File: src/rtl/config_pkg.sv
//------------------------------------------------------------------------------
// config_pkg
//   Shared opcode constants, parser state encoding and packet header size
//   for the UART packet front-end.
//   Revision: 1.0 - initial release
//------------------------------------------------------------------------------
`default_nettype none

package config_pkg;

   // Opcodes understood by the arithmetic/echo core
   localparam logic [7:0] OPCODE_ECHO = 8'h01;
   localparam logic [7:0] OPCODE_ADD  = 8'h02;
   localparam logic [7:0] OPCODE_MUL  = 8'h03;
   localparam logic [7:0] OPCODE_DIV  = 8'h04;

   // Header is opcode, reserved, length LSB, length MSB
   localparam int HDR_BYTES = 4;

   typedef enum logic [2:0] {
      P_OPCODE  = 3'd0,
      P_RSVD    = 3'd1,
      P_LEN_LSB = 3'd2,
      P_LEN_MSB = 3'd3,
      P_HDR     = 3'd4,
      P_PAYLOAD = 3'd5,
      P_WORD    = 3'd6,
      P_DROP    = 3'd7
   } parser_state_t;

   // True for opcodes the downstream core can execute
   function automatic logic opcode_known(input logic [7:0] op);
      return (op == OPCODE_ECHO) || (op == OPCODE_ADD) ||
             (op == OPCODE_MUL)  || (op == OPCODE_DIV);
   endfunction

   // States in which the parser pulls bytes from the UART
   function automatic logic state_accepts(input parser_state_t s);
      return (s == P_OPCODE) || (s == P_RSVD) || (s == P_LEN_LSB) ||
             (s == P_LEN_MSB) || (s == P_PAYLOAD) || (s == P_DROP);
   endfunction

endpackage

`default_nettype wire

File: src/rtl/pkt_rx_parser.sv
//------------------------------------------------------------------------------
// pkt_rx_parser
//   Decodes the 4-byte packet header from the UART byte stream, presents it
//   on a header handshake, then packs the payload into little-endian words
//   with a byte-keep mask and last flag. Malformed headers pulse err_o.
//   Revision: 1.0 - initial release
//------------------------------------------------------------------------------
`default_nettype none

module pkt_rx_parser
   import config_pkg::*;
#(
   parameter int DATA_WIDTH = 8,
   parameter int WORD_BYTES = 4
) (
   input  logic                             clk_i,
   input  logic                             rst_i,
   input  logic [DATA_WIDTH-1:0]            rx_data_i,
   input  logic                             rx_valid_i,
   output logic                             rx_ready_o,
   output logic [7:0]                       hdr_opcode_o,
   output logic [15:0]                      hdr_length_o,
   output logic                             hdr_valid_o,
   input  logic                             hdr_ready_i,
   output logic [WORD_BYTES*DATA_WIDTH-1:0] word_data_o,
   output logic [WORD_BYTES-1:0]            word_keep_o,
   output logic                             word_last_o,
   output logic                             word_valid_o,
   input  logic                             word_ready_i,
   output logic                             err_o
);

   localparam int                WORD_W    = WORD_BYTES * DATA_WIDTH;
   localparam int                LANE_W    = (WORD_BYTES > 1) ? $clog2(WORD_BYTES) : 1;
   localparam logic [LANE_W-1:0] LANE_LAST = LANE_W'(WORD_BYTES - 1);
   localparam logic [15:0]       HDR_LEN   = 16'(HDR_BYTES);

   parser_state_t       state_q, state_d;
   logic [7:0]          opcode_q, opcode_d;
   logic [15:0]         length_q, length_d;
   logic [15:0]         remaining_q, remaining_d;
   logic [LANE_W-1:0]   lane_q, lane_d;
   logic [WORD_W-1:0]   data_q, data_d;
   logic [WORD_BYTES-1:0] keep_q, keep_d;
   logic                last_q, last_d;
   logic                err_q, err_d;
   logic                rx_ready_q, rx_ready_d;
   logic                hdr_valid_q, hdr_valid_d;
   logic                word_valid_q, word_valid_d;

   logic                rx_fire;
   logic                hdr_fire;
   logic                word_fire;
   logic [15:0]         len_full;

   assign rx_fire   = rx_valid_i && rx_ready_q;
   assign hdr_fire  = hdr_valid_q && hdr_ready_i;
   assign word_fire = word_valid_q && word_ready_i;
   assign len_full  = {rx_data_i[7:0], length_q[7:0]};

   // Next-state, header decode and payload lane packing
   always_comb begin
      state_d     = state_q;
      opcode_d    = opcode_q;
      length_d    = length_q;
      remaining_d = remaining_q;
      lane_d      = lane_q;
      data_d      = data_q;
      keep_d      = keep_q;
      last_d      = last_q;
      err_d       = 1'b0;

      case (state_q)
         P_OPCODE: begin
            if (rx_fire) begin
               opcode_d = rx_data_i[7:0];
               state_d  = P_RSVD;
            end
         end
         P_RSVD: begin
            if (rx_fire) state_d = P_LEN_LSB;
         end
         P_LEN_LSB: begin
            if (rx_fire) begin
               length_d[7:0] = rx_data_i[7:0];
               state_d       = P_LEN_MSB;
            end
         end
         P_LEN_MSB: begin
            if (rx_fire) begin
               length_d = len_full;
               if (len_full < HDR_LEN) begin
                  // Too short to even hold its own header: nothing to skip
                  err_d       = 1'b1;
                  remaining_d = '0;
                  state_d     = P_OPCODE;
               end else if (!opcode_known(opcode_q)) begin
                  // Unknown opcode: swallow the payload so framing survives
                  err_d       = 1'b1;
                  remaining_d = len_full - HDR_LEN;
                  state_d     = (remaining_d == '0) ? P_OPCODE : P_DROP;
               end else begin
                  remaining_d = len_full - HDR_LEN;
                  state_d     = P_HDR;
               end
            end
         end
         P_HDR: begin
            if (hdr_fire) state_d = (remaining_q == '0) ? P_OPCODE : P_PAYLOAD;
         end
         P_PAYLOAD: begin
            if (rx_fire) begin
               data_d[lane_q*DATA_WIDTH +: DATA_WIDTH] = rx_data_i;
               keep_d[lane_q] = 1'b1;
               remaining_d    = remaining_q - 16'd1;
               lane_d         = lane_q + LANE_W'(1);
               last_d         = (remaining_d == '0);
               if ((lane_q == LANE_LAST) || (remaining_d == '0)) state_d = P_WORD;
            end
         end
         P_WORD: begin
            if (word_fire) begin
               // Clearing here keeps unused lanes of a short last word at zero
               data_d  = '0;
               keep_d  = '0;
               lane_d  = '0;
               last_d  = 1'b0;
               state_d = last_q ? P_OPCODE : P_PAYLOAD;
            end
         end
         P_DROP: begin
            if (rx_fire) begin
               remaining_d = remaining_q - 16'd1;
               if (remaining_d == '0) state_d = P_OPCODE;
            end
         end
         default: state_d = P_OPCODE;
      endcase

      rx_ready_d   = state_accepts(state_d);
      hdr_valid_d  = (state_d == P_HDR);
      word_valid_d = (state_d == P_WORD);
   end

   // State and datapath registers; handshake outputs are registered decodes
   always_ff @(posedge clk_i) begin
      if (rst_i) begin
         state_q      <= P_OPCODE;
         opcode_q     <= '0;
         length_q     <= '0;
         remaining_q  <= '0;
         lane_q       <= '0;
         data_q       <= '0;
         keep_q       <= '0;
         last_q       <= 1'b0;
         err_q        <= 1'b0;
         rx_ready_q   <= 1'b0;
         hdr_valid_q  <= 1'b0;
         word_valid_q <= 1'b0;
      end else begin
         state_q      <= state_d;
         opcode_q     <= opcode_d;
         length_q     <= length_d;
         remaining_q  <= remaining_d;
         lane_q       <= lane_d;
         data_q       <= data_d;
         keep_q       <= keep_d;
         last_q       <= last_d;
         err_q        <= err_d;
         rx_ready_q   <= rx_ready_d;
         hdr_valid_q  <= hdr_valid_d;
         word_valid_q <= word_valid_d;
      end
   end

   assign rx_ready_o   = rx_ready_q;
   assign hdr_opcode_o = opcode_q;
   assign hdr_length_o = length_q;
   assign hdr_valid_o  = hdr_valid_q;
   assign word_data_o  = data_q;
   assign word_keep_o  = keep_q;
   assign word_last_o  = last_q;
   assign word_valid_o = word_valid_q;
   assign err_o        = err_q;

endmodule

`default_nettype wire
File: config.mk
export PLATFORM = sky130hd
export DESIGN_NAME = pkt_rx_parser
export DESIGN_NICKNAME = d
export VERILOG_FILES = /design/src/rtl/config_pkg.sv /design/src/rtl/pkt_rx_parser.sv
export SDC_FILE = /design/constraint.sdc
export NUM_CORES = 1
export LEC_CHECK = 0
export ABC_CLOCK_PERIOD_IN_PS = 2700
export BUFFER_PORTS_ARGS = -buffer_cell sky130_fd_sc_hd__buf_4
export CORE_UTILIZATION = 27
export DETAILED_ROUTE_END_ITERATION = 7
export PLACE_DENSITY = 0.55
export SETUP_SLACK_MARGIN = 0.2
export SLEW_MARGIN = 0
export SYNTH_ARGS = -nofsm -noshare
export SYNTH_HDL_FRONTEND = slang
export SYNTH_SLANG_ARGS = --single-unit
File: constraint.sdc
create_clock -name clk_i -period 2.7 [get_ports clk_i]
set_input_delay 0.135 -clock clk_i [delete_from_list [all_inputs] [get_ports clk_i]]
set_output_delay 0.135 -clock clk_i [all_outputs]
set_load 0.1 [all_outputs]
==> results of run 1 <==
-- per-layer routing --
metal	vias up	global-route usage (%)	part of all wire, %
met5	-	0	0
li1	2189	-	-
met3	20	3.14	4.8
met1	2136	21.7	45
met2	124	28.3	48
met4	0	6.85	2.1
-- layout by cell type, fill, tap and decap left out, drive strengths merged, types with 3 or more instances in the layout --
| cell | count |
|---|---|
| and3 | 3 |
| nand4 | 5 |
| o21a | 3 |
| inv | 15 |
| or4 | 4 |
| o211ai | 3 |
| nand2b | 7 |
| a21oi | 64 |
| o22ai | 5 |
| clkbuf | 12 |
| a21o | 4 |
| nand3 | 36 |
| o32ai | 3 |
| buf | 111 |
| a31oi | 7 |
| or2 | 3 |
| or3 | 3 |
| ha | 8 |
| nand2 | 72 |
| dfxtp | 86 |
| nor4b | 3 |
| xnor2 | 9 |
| nor3 | 22 |
| nor2 | 64 |
| a22oi | 17 |
| a211oi | 3 |
| xor2 | 3 |
| nor4 | 11 |
| o21ai | 26 |
| mux2i | 9 |
| and2 | 3 |
-- sequential cells by signal (all words and copies together) (netlist names) --
register      flops
word_valid_o      1
hdr_length_o     16
rx_ready_o        1
word_keep_o       4
state_q           3
word_data_o      32
hdr_opcode_o      8
word_last_o       1
remaining_q      16
hdr_valid_o       1
err_o             1
lane_q            2
-- path summary, 6_finish.rpt --
path	end	slack (ns)	depth (start not counted)
worst max-delay path	rx_ready_o	0.27	9
worst min-delay path	hdr_length_o[12]	0.14	3
worst max register to register	rx_ready_o	0.27	9
worst min register to register	word_data_o[3]	0.45	2
-- metrics by stage --
step	cell area (um^2)	utilization, %
after floorplan	4430	-
after global placement	5270	33.3
after detailed placement	5270	33.3
after CTS	5610	35.4
after global routing	5660	35.8
final	5660	35.8
-- cell families (layout without fill, tap and decap cells) --
family	Yosys count	after routing
compound gates	151	151
xor+xnor	12	12
fa+ha+maj	8	8
buf+inv	52	139
flops	86	86
mux	9	9
simple gates	247	247
-- worst max-delay path: stages, from the launching register on --
cell,delay (ns)
dfxtp_4,0.39
inv_2,0.07
ha_4,0.19
o21bai_1,0.18
a31o_2,0.21
a21o_1,0.15
a2111o_1,0.41
o211a_1,0.27
or3_1,0.36
a21oi_2,0.13
-- layout make-up --
| class | count | area share [%] |
|---|---|---|
| multi-input cells | 427 | 43.9 |
| inverters | 12 | 0.796 |
| repair buffers | 111 | 14.7 |
| well taps | 216 | 4.78 |
| clock inverters | 4 | 0.464 |
| flip-flops and latches | 86 | 30.8 |
| clock buffers | 12 | 4.53 |
-- where the power goes --
group | leakage (nW) | internal, W | switching, W | total (W)
registers | 0.699 | 0.00127 | 0.00000924 | 0.00128
logic | 1.32 | 0.0000590 | 0.000153 | 0.000212
clock network | 0.144 | 0.000677 | 0.000519 | 0.00120
-- repair_timing --
action	4_1_cts	5_1_grt
gates resized for setup	2	9
endpoints found under the setup margin	5	10
setup buffers	6	2
hold buffers	0	0
pin swaps	3	0
==> results by group, run 1 <==
Outcome
  • Status: finished clean

Worst setup path
  • Worst setup path startpoint: hdr_length_o[3]
  • Crit-path max FO: 9
  • CP Class: reg -> reg
  • Startpoint types: flip-flop
  • CP Capture Type: flip-flop
  • Reg-to-Reg Start: hdr_length_o[3]
  • Critical path arrival: 2.70 ns
  • Critical path required time: 2.97 ns

Timing
  • Final hold vios: 0
  • Setup WS post-layout: 0.268 ns
  • Setup Skew: 0.00699 ns
  • Slew HR: 52.0%
  • Finish-stage setup viols: 0
  • Final min period: 2.43 ns
  • Hold_ws: 0.142 ns
  • Fin crit share: 90.1%
  • Slew @ Worst Pin: 0.720 ns
  • TNS Setup: 0 ns
  • RSZ-0062 raised after global routing: yes
  • Max-slew violations: 0
  • Fmax: 0.411 GHz

GRT
  • Vias in the first global route: 4249
  • Grt total ovfl: 0
  • Initial antenna violation count: 0
  • All-Layer GR Usage: 17.0%
  • First-pass GRT wire length: 22100 um
  • Pin count of the biggest net entering global routing: 68

Cells and area
  • Area Growth Syn to Fin: 29.6%
  • Layout cells sized above 1: 24.1%
  • Antenna cell count: 0
  • Layout Nets: 668
  • Fill count: 1669
  • Multi-input logic area: 0.00248 mm^2
  • Register area: 0.00174 mm^2
  • Final std cells w/o fill: 868

Synth
  • Synth Area in Simple Gates: 27.7%
  • Synth warn: 0
  • Primary FF master, synth: dfxtp_1
  • Avg Inst Size Synth: 7.73 um^2
  • Cell variety after synth: 64
  • Count leader, synth: dfxtp_1
  • Top cells by area, synth: dfxtp_1 (39%), a21oi_1 (7.2%), nand2_1 (6.2%)
  • Synth top cells by count: dfxtp_1 (86), nand2_1 (72), nor2_1 (64)
  • Multiplexer share of the synthesized area: 2.06%
  • Yosys top cell area share: 39.4%
  • Mapped Cells: 565
  • Post-synthesis sequential area ratio: 39.4%
  • Synthesized cell area: 0.00437 mm^2
  • Main combinational cell family by area after synthesis: simple AND/OR/NAND/NOR gates
  • Largest area contributor in the netlist: dfxtp_1
  • Synth Net Count: 586
  • Ys async rst share: 0%
  • Xor and xnor area share after synthesis: 2.41%
  • EDFF count, synth: 0
  • Post-synthesis compound-gate area fraction: 21.2%
  • Post-synthesis register bit count: 86
  • Post-Synth Adder-Cell Area: 2.29%

Place
  • Final Wtd Congestion: 0.881
  • Placed cell count: 844
  • PortBufs: 77
  • Final HPWL DP: 9770 um
  • Setup slack at placement: 0.116 ns

Route
  • Vias per Instance: 5.15
  • Number of routed nets with antenna violations: 0
  • Drc violations: 0
  • WL per Instance: 16.2 um
  • Vias: 4469
  • 1st-iter DRT viols: 238
  • Drt first pass iters: 5
  • WL final: 14000 um

Die
  • Top Ports: 78
  • Die ar.: 0.0167 mm^2
  • Core area: 0.0158 mm^2
  • Initial Utilization: 27.6%
  • Die Wd: 129 um
  • # rows: 46
  • Chip Height: 129 um

CTS
  • CTS Buffer Depth: 2
  • CTS buffer count: 9
  • CTS Root Cell: clkbuf_16
  • Clock latency at the later pin of the worst-skew pair: 0.34 ns
  • CTS tree: done
  • Clock transition at path regs: 0.07 ns
  • Clk sinks: 86
  • H-tree levels: 3

Pwr
  • Worst VDD drop: 242 uV
  • Pwr Total: 0.00269 W
  • Power Dens Cells: 475 mW/mm^2
  • Leak: 2.17 nW

Hold path
  • Hold path start: rx_data_i[4]
  • HP Class: in -> reg

Run
  • Max-cap viol count: 0
Power figures use the tool's default switching activity.
==> run 2: changes to the inputs <==
Settings changed: ABC_CLOCK_PERIOD_IN_PS 2700 to 3100, PLACE_DENSITY 0.55 to 0.54.
Clock period 2.7 ns to 3.1 ns, I/O delays scaled along.
==> run 2 against run 1 <==
Net effect: power shrank 8.3%; wire length shrank 2.1%; sequential cell count did not move; non-clock buffer count shrank 24.
==> results by group, run 2 (synthesized netlist as in run 1, its figures left out) <==
Place
  • Placed cell count: 828
  • Final HPWL DP: 9410 um
  • Final Wtd Congestion: 0.884
  • PortBufs: 77

Cells and area
  • Register area: 0.00173 mm^2
  • Multi-input logic area: 0.00244 mm^2
  • Fill count: 1684
  • Most frequent cells in the layout: buf_4 (87), dfxtp_1 (84), nand2_1 (71)
  • Area Growth Syn to Fin: 25.2%
  • Max reg flops: 32
  • Layout Nets: 644
  • Commonest non-fill, non-tap cell in the layout: buf_4
  • Layout cells sized above 1: 18.8%
  • Final std cells w/o fill: 844
  • Antenna cell count: 0

Timing
  • Max-slew violations: 0
  • TNS Setup: 0 ns
  • Slew HR: 41.6%
  • Finish-stage setup viols: 0
  • Fmax: 0.362 GHz
  • Final hold vios: 0
  • Setup Skew: 0.00698 ns
  • Final min period: 2.76 ns
  • Slew @ Worst Pin: 0.871 ns
  • RSZ-0062 raised after global routing: no
  • Fin crit share: 89.1%

GRT
  • Met1 GRT Util: 20.8%
  • First-pass GRT wire length: 22000 um
  • Pin count of the biggest net entering global routing: 85
  • Grt total ovfl: 0
  • Vias in the first global route: 4221
  • GR peak layer: met2
  • M3 GR Usage: 3.10%
  • All-Layer GR Usage: 17.0%
  • GRT met2 Usage: 28.7%
  • Initial antenna violation count: 0

Die
  • Chip Height: 129 um
  • Top Ports: 78
  • Die Wd: 129 um
  • Initial Utilization: 27.6%
  • Core area: 0.0158 mm^2
  • # rows: 46
  • Die ar.: 0.0167 mm^2

Pwr
  • Power Dens Cells: 451 mW/mm^2
  • Worst VDD drop: 229 uV
  • Leak: 2.04 nW

Worst setup path
  • CP Class: reg -> reg
  • CP Capture Type: flip-flop
  • Startpoint types: flip-flop
  • CP cell instances: inv_1 -> ha_1 -> or4b_4 -> o21a_1 -> nor4_2 -> o2111a_1 -> a21oi_1 -> or3_1 -> a21oi_2
  • Critical path arrival: 3.03 ns
  • Critical path's slowest cell: or4b_4
  • Crit-path max FO: 9
  • WP buf/inv: 1
  • Delay-heaviest family, CP: simple AND/OR/NAND/NOR gates
  • Max stage delay on crit path: 0.55 ns
  • Critical path required time: 3.37 ns

CTS
  • H-tree levels: 3
  • Clk sinks: 86
  • CTS Root Cell: clkbuf_16
  • Clock transition at path regs: 0.06 ns
  • Clock latency at the later pin of the worst-skew pair: 0.34 ns
  • CTS tree: done
  • CTS Buffer Depth: 2
  • CTS buffer count: 9
  • Hold buffers post-CTS: 0

Outcome
  • Status: finished clean

Run
  • Max-cap viol count: 0

Route
  • Vias per Instance: 5.14
  • WL final: 13700 um
  • WL per Instance: 16.3 um
  • Drc violations: 0
  • Number of routed nets with antenna violations: 0
  • Drt first pass iters: 5
  • Vias: 4341
  • 1st-iter DRT viols: 237

Hold path
  • HP Class: in -> reg
## run 2: cell types whose count changed in the layout (fill, tap and decap cells not counted), sizes merged
cell | before | now
inv | 15 | 13
bufinv | 0 | 2
buf | 111 | 87
## run 2: routing by layer
metal | wire, um | share of wire, %
met3 | 569 | 4.1
met5 | 0 | 0
met4 | 411 | 3.0
met1 | 6130 | 45
met2 | 6630 | 48
## run 2: final timing paths
path / startpoint / to / slack [ns] / cells past startpoint
min reg2reg: word_data_o[0] / word_data_o[0] / 0.45 / 2
max: remaining_q[0] / rx_ready_o / 0.34 / 9
min: rx_data_i[0] / hdr_length_o[8] / 0.16 / 3
max reg2reg: remaining_q[0] / rx_ready_o / 0.34 / 9
## run 2: repair_timing
action,CTS,global route
hold endpoints to repair,0,0
buffers inserted,0,0
setup endpoints to repair,0,8
resized for setup,0,3
## run 2: stage by stage
step | area [um^2] | util [%] | total power [W] | hold slack (ns) | setup slack, ns
floorplan | 4380 | - | 0.00126 | 0.356 | 0.214
global placement | 5130 | 32.4 | 0.00131 | 0.444 | 0.456
detailed placement | 5130 | 32.4 | 0.00131 | 0.448 | 0.370
CTS | 5450 | 34.5 | 0.00249 | 0.160 | 0.335
global route | 5470 | 34.5 | 0.00255 | 0.166 | 0.203
finish | 5470 | 34.5 | 0.00247 | 0.161 | 0.338
## run 2: worst min-delay path, cell delays in order
cell	delay, ns
buf_4	0.17
nand2_1	0.07
a21oi_1	0.05
## run 2: area by class of cell
type | count | share of cell area [%]
Inverter | 12 | 0.824
Clock buffer | 12 | 4.51
Sequential cell | 86 | 31.6
Multi-Input combinational cell | 427 | 44.7
Timing Repair Buffer | 87 | 11.9
Tap cell | 216 | 4.94
Clock inverter | 4 | 1.42
## run 2: report_power, final
group	switching, W	internal [W]
combinational	0.000129	0.0000435
sequential	0.00000871	0.00111
clock	0.000443	0.000733
==> run 3: changes to the inputs <==
Settings changed: ABC_AREA set to 1, PLACE_DENSITY 0.54 to 0.53.
==> run 3 against run 2 <==
Net effect: hold slack got worse by 0.055 ns; wire length shrank 3.3%; critical path depth is 6 higher; synthesized cell count grew 21%; setup slack better by 0.48 ns; critical endpoint unchanged; largest cell class unchanged; highest routed layer unchanged.
==> results by group, run 3 <==
Outcome
  • Status: finished clean

CTS
  • Clock latency at the later pin of the worst-skew pair: 0.35 ns
  • Clock transition at path regs: 0.06 ns
  • Clk sinks: 86
  • CTS tree: done
  • CTS buffer count: 9
  • H-tree levels: 3
  • Post-CTS Setup Bufs: 0
  • CTS Root Cell: clkbuf_16
  • Post-CTS sizing: 0
  • Hold buffers post-CTS: 0
  • CTS Buffer Depth: 2

Die
  • Die ar.: 0.0175 mm^2
  • # rows: 47
  • Initial Utilization: 27.7%
  • Chip Height: 132 um
  • Die Wd: 132 um
  • Core area: 0.0166 mm^2
  • Top Ports: 78

Route
  • Drt first pass iters: 5
  • 1st-iter DRT viols: 213
  • Vias: 4550
  • Vias per Instance: 4.62
  • Number of routed nets with antenna violations: 0
  • WL final: 13300 um
  • WL per Instance: 13.5 um
  • Drc violations: 0

Pwr
  • Power Dens Cells: 427 mW/mm^2
  • Leak: 2.65 nW
  • Worst VDD drop: 226 uV

Synth
  • Synth warn: 0
  • Top cells by area, synth: dfxtp_1 (37%), nand2_1 (12%), a21oi_1 (8.7%)
  • Largest area contributor in the netlist: dfxtp_1
  • Synth Net Count: 705
  • EDFF count, synth: 0
  • Mapped Cells: 684
  • Synth top cells by count: nand2_1 (145), dfxtp_1 (86), inv_1 (84)
  • Cell variety after synth: 35
  • Primary FF master, synth: dfxtp_1
  • Avg Inst Size Synth: 6.72 um^2
  • Post-synthesis register bit count: 86
  • Count leader, synth: nand2_1
  • Ys async rst share: 0%
  • Post-synthesis sequential area ratio: 37.5%
  • Synthesized cell area: 0.00460 mm^2
  • Yosys top cell area share: 37.5%

Timing
  • Setup Skew: 0.00728 ns
  • Slew @ Worst Pin: 0.702 ns
  • Slew HR: 53.1%
  • Final min period: 2.29 ns
  • Finish-stage setup viols: 0
  • Final hold vios: 0
  • Fin crit share: 73.8%
  • Max-slew violations: 0
  • TNS Setup: 0 ns
  • Fmax: 0.437 GHz
  • Setup WS post-layout: 0.813 ns
  • RSZ-0062 raised after global routing: no

GRT
  • Pin count of the biggest net entering global routing: 38
  • All-Layer GR Usage: 15.7%
  • Initial antenna violation count: 0
  • First-pass GRT wire length: 22000 um
  • Grt total ovfl: 0
  • Vias in the first global route: 4268

Worst setup path
  • Max stage delay on crit path: 0.34 ns
  • CP cell instances: inv_1 -> ha_1 -> nand2_1 -> o21ai_0 -> nand2_1 -> nor2_1 -> nand2_1 -> nor2_1 -> nand2_1 -> nand2_1 -> nand2_1 -> nand2_1 -> nand4_1 -> nor2_1 -> nor2_1
  • Startpoint types: flip-flop
  • Critical path arrival: 2.52 ns
  • Critical path required time: 3.33 ns
  • CP Capture Type: flip-flop
  • Crit-path max FO: 6
  • CP Class: reg -> reg
  • WP buf/inv: 1
  • Delay-heaviest family, CP: simple AND/OR/NAND/NOR gates
  • CP most frequent cell: nand2_1
  • Critical path's slowest cell: dfxtp_1

Cells and area
  • Fill count: 1845
  • Area Growth Syn to Fin: 23.5%
  • Most frequent cells in the layout: nand2_1 (145), dfxtp_1 (86), inv_1 (84)
  • Multi-input logic area: 0.00243 mm^2
  • Commonest non-fill, non-tap cell in the layout: nand2_1
  • Layout cells sized above 1: 19.5%
  • Layout Nets: 780
  • Register area: 0.00172 mm^2
  • Max reg flops: 32
  • Antenna cell count: 0

Run
  • Max-cap viol count: 0

Place
  • PortBufs: 77
  • Final Wtd Congestion: 0.840
  • Final HPWL DP: 10100 um
  • Setup slack at placement: 0.782 ns

Hold path
  • HP Class: in -> reg
run 3: changes by cell type after synthesis, sizes merged, moves of 7 or more:
cell / delta
inv: +84
clkbuf: -19
mux2i: -9
nor3: -11
nor2: +27
nor4: -11
o21ai: +33
a22oi: -17
xnor2: -9
nand2b: -7
nand2: +86
nand3: +7
a21oi: +16
run 3: layer usage:
metal	up-vias	share of wire [%]	GRT usage [%]
li1	2387	-	-
met1	2049	49	21.7
met2	99	46	24.4
met3	15	4.3	2.87
met4	0	1.4	5.24
met5	-	0	0
run 3: where the power goes:
part           leakage (nW)  switching, W  internal [W]
clock                 0.128      0.000480      0.000544
combinational          1.83      0.000202     0.0000656
sequential            0.694     0.0000124       0.00112
total                  2.65      0.000694       0.00173
run 3: layout make-up:
class	count	area share, %
Multi-Input combinational cell	484	42.8
Sequential cell	86	30.3
Clock inverter	7	0.882
Tap cell	220	4.85
Inverter	96	6.35
Clock buffer	9	3.97
Timing Repair Buffer	82	10.8
run 3: worst paths after layout:
path / from / to / slack [ns] / cells after the start
hold reg to reg: word_keep_o[3] / word_keep_o[3] / 0.46 / 2
setup reg to reg: hdr_length_o[2] / rx_ready_o / 0.81 / 15
setup / recovery: hdr_length_o[2] / rx_ready_o / 0.81 / 15
hold / removal: rx_data_i[7] / word_data_o[7] / 0.11 / 3
run 3: logic make-up after synthesis:
group           synth area share (%)
flops                           37.5
buf+inv                         9.75
fa+ha+maj                       2.18
xor+xnor                       0.381
compound gates                  18.9
simple gates                    31.3
run 3: metrics by stage:
stage / utilization (%) / area [um^2] / std cells / power, W / hold slack, ns
floorplan: - / 4600 / 684 / 0.00135 / 0.234
global placement: 32.6 / 5400 / 968 / 0.00142 / 0.450
detailed placement: 32.6 / 5400 / 968 / 0.00142 / 0.446
CTS: 34.2 / 5670 / 984 / 0.00246 / 0.0909
global route: 34.2 / 5670 / 984 / 0.00252 / 0.114
finish: 34.2 / 5670 / 984 / 0.00242 / 0.106
run 3: worst min-delay path, stage by stage:
cell and delay, ns:
buf_4 0.11, a21oi_1 0.06, nor2_1 0.09
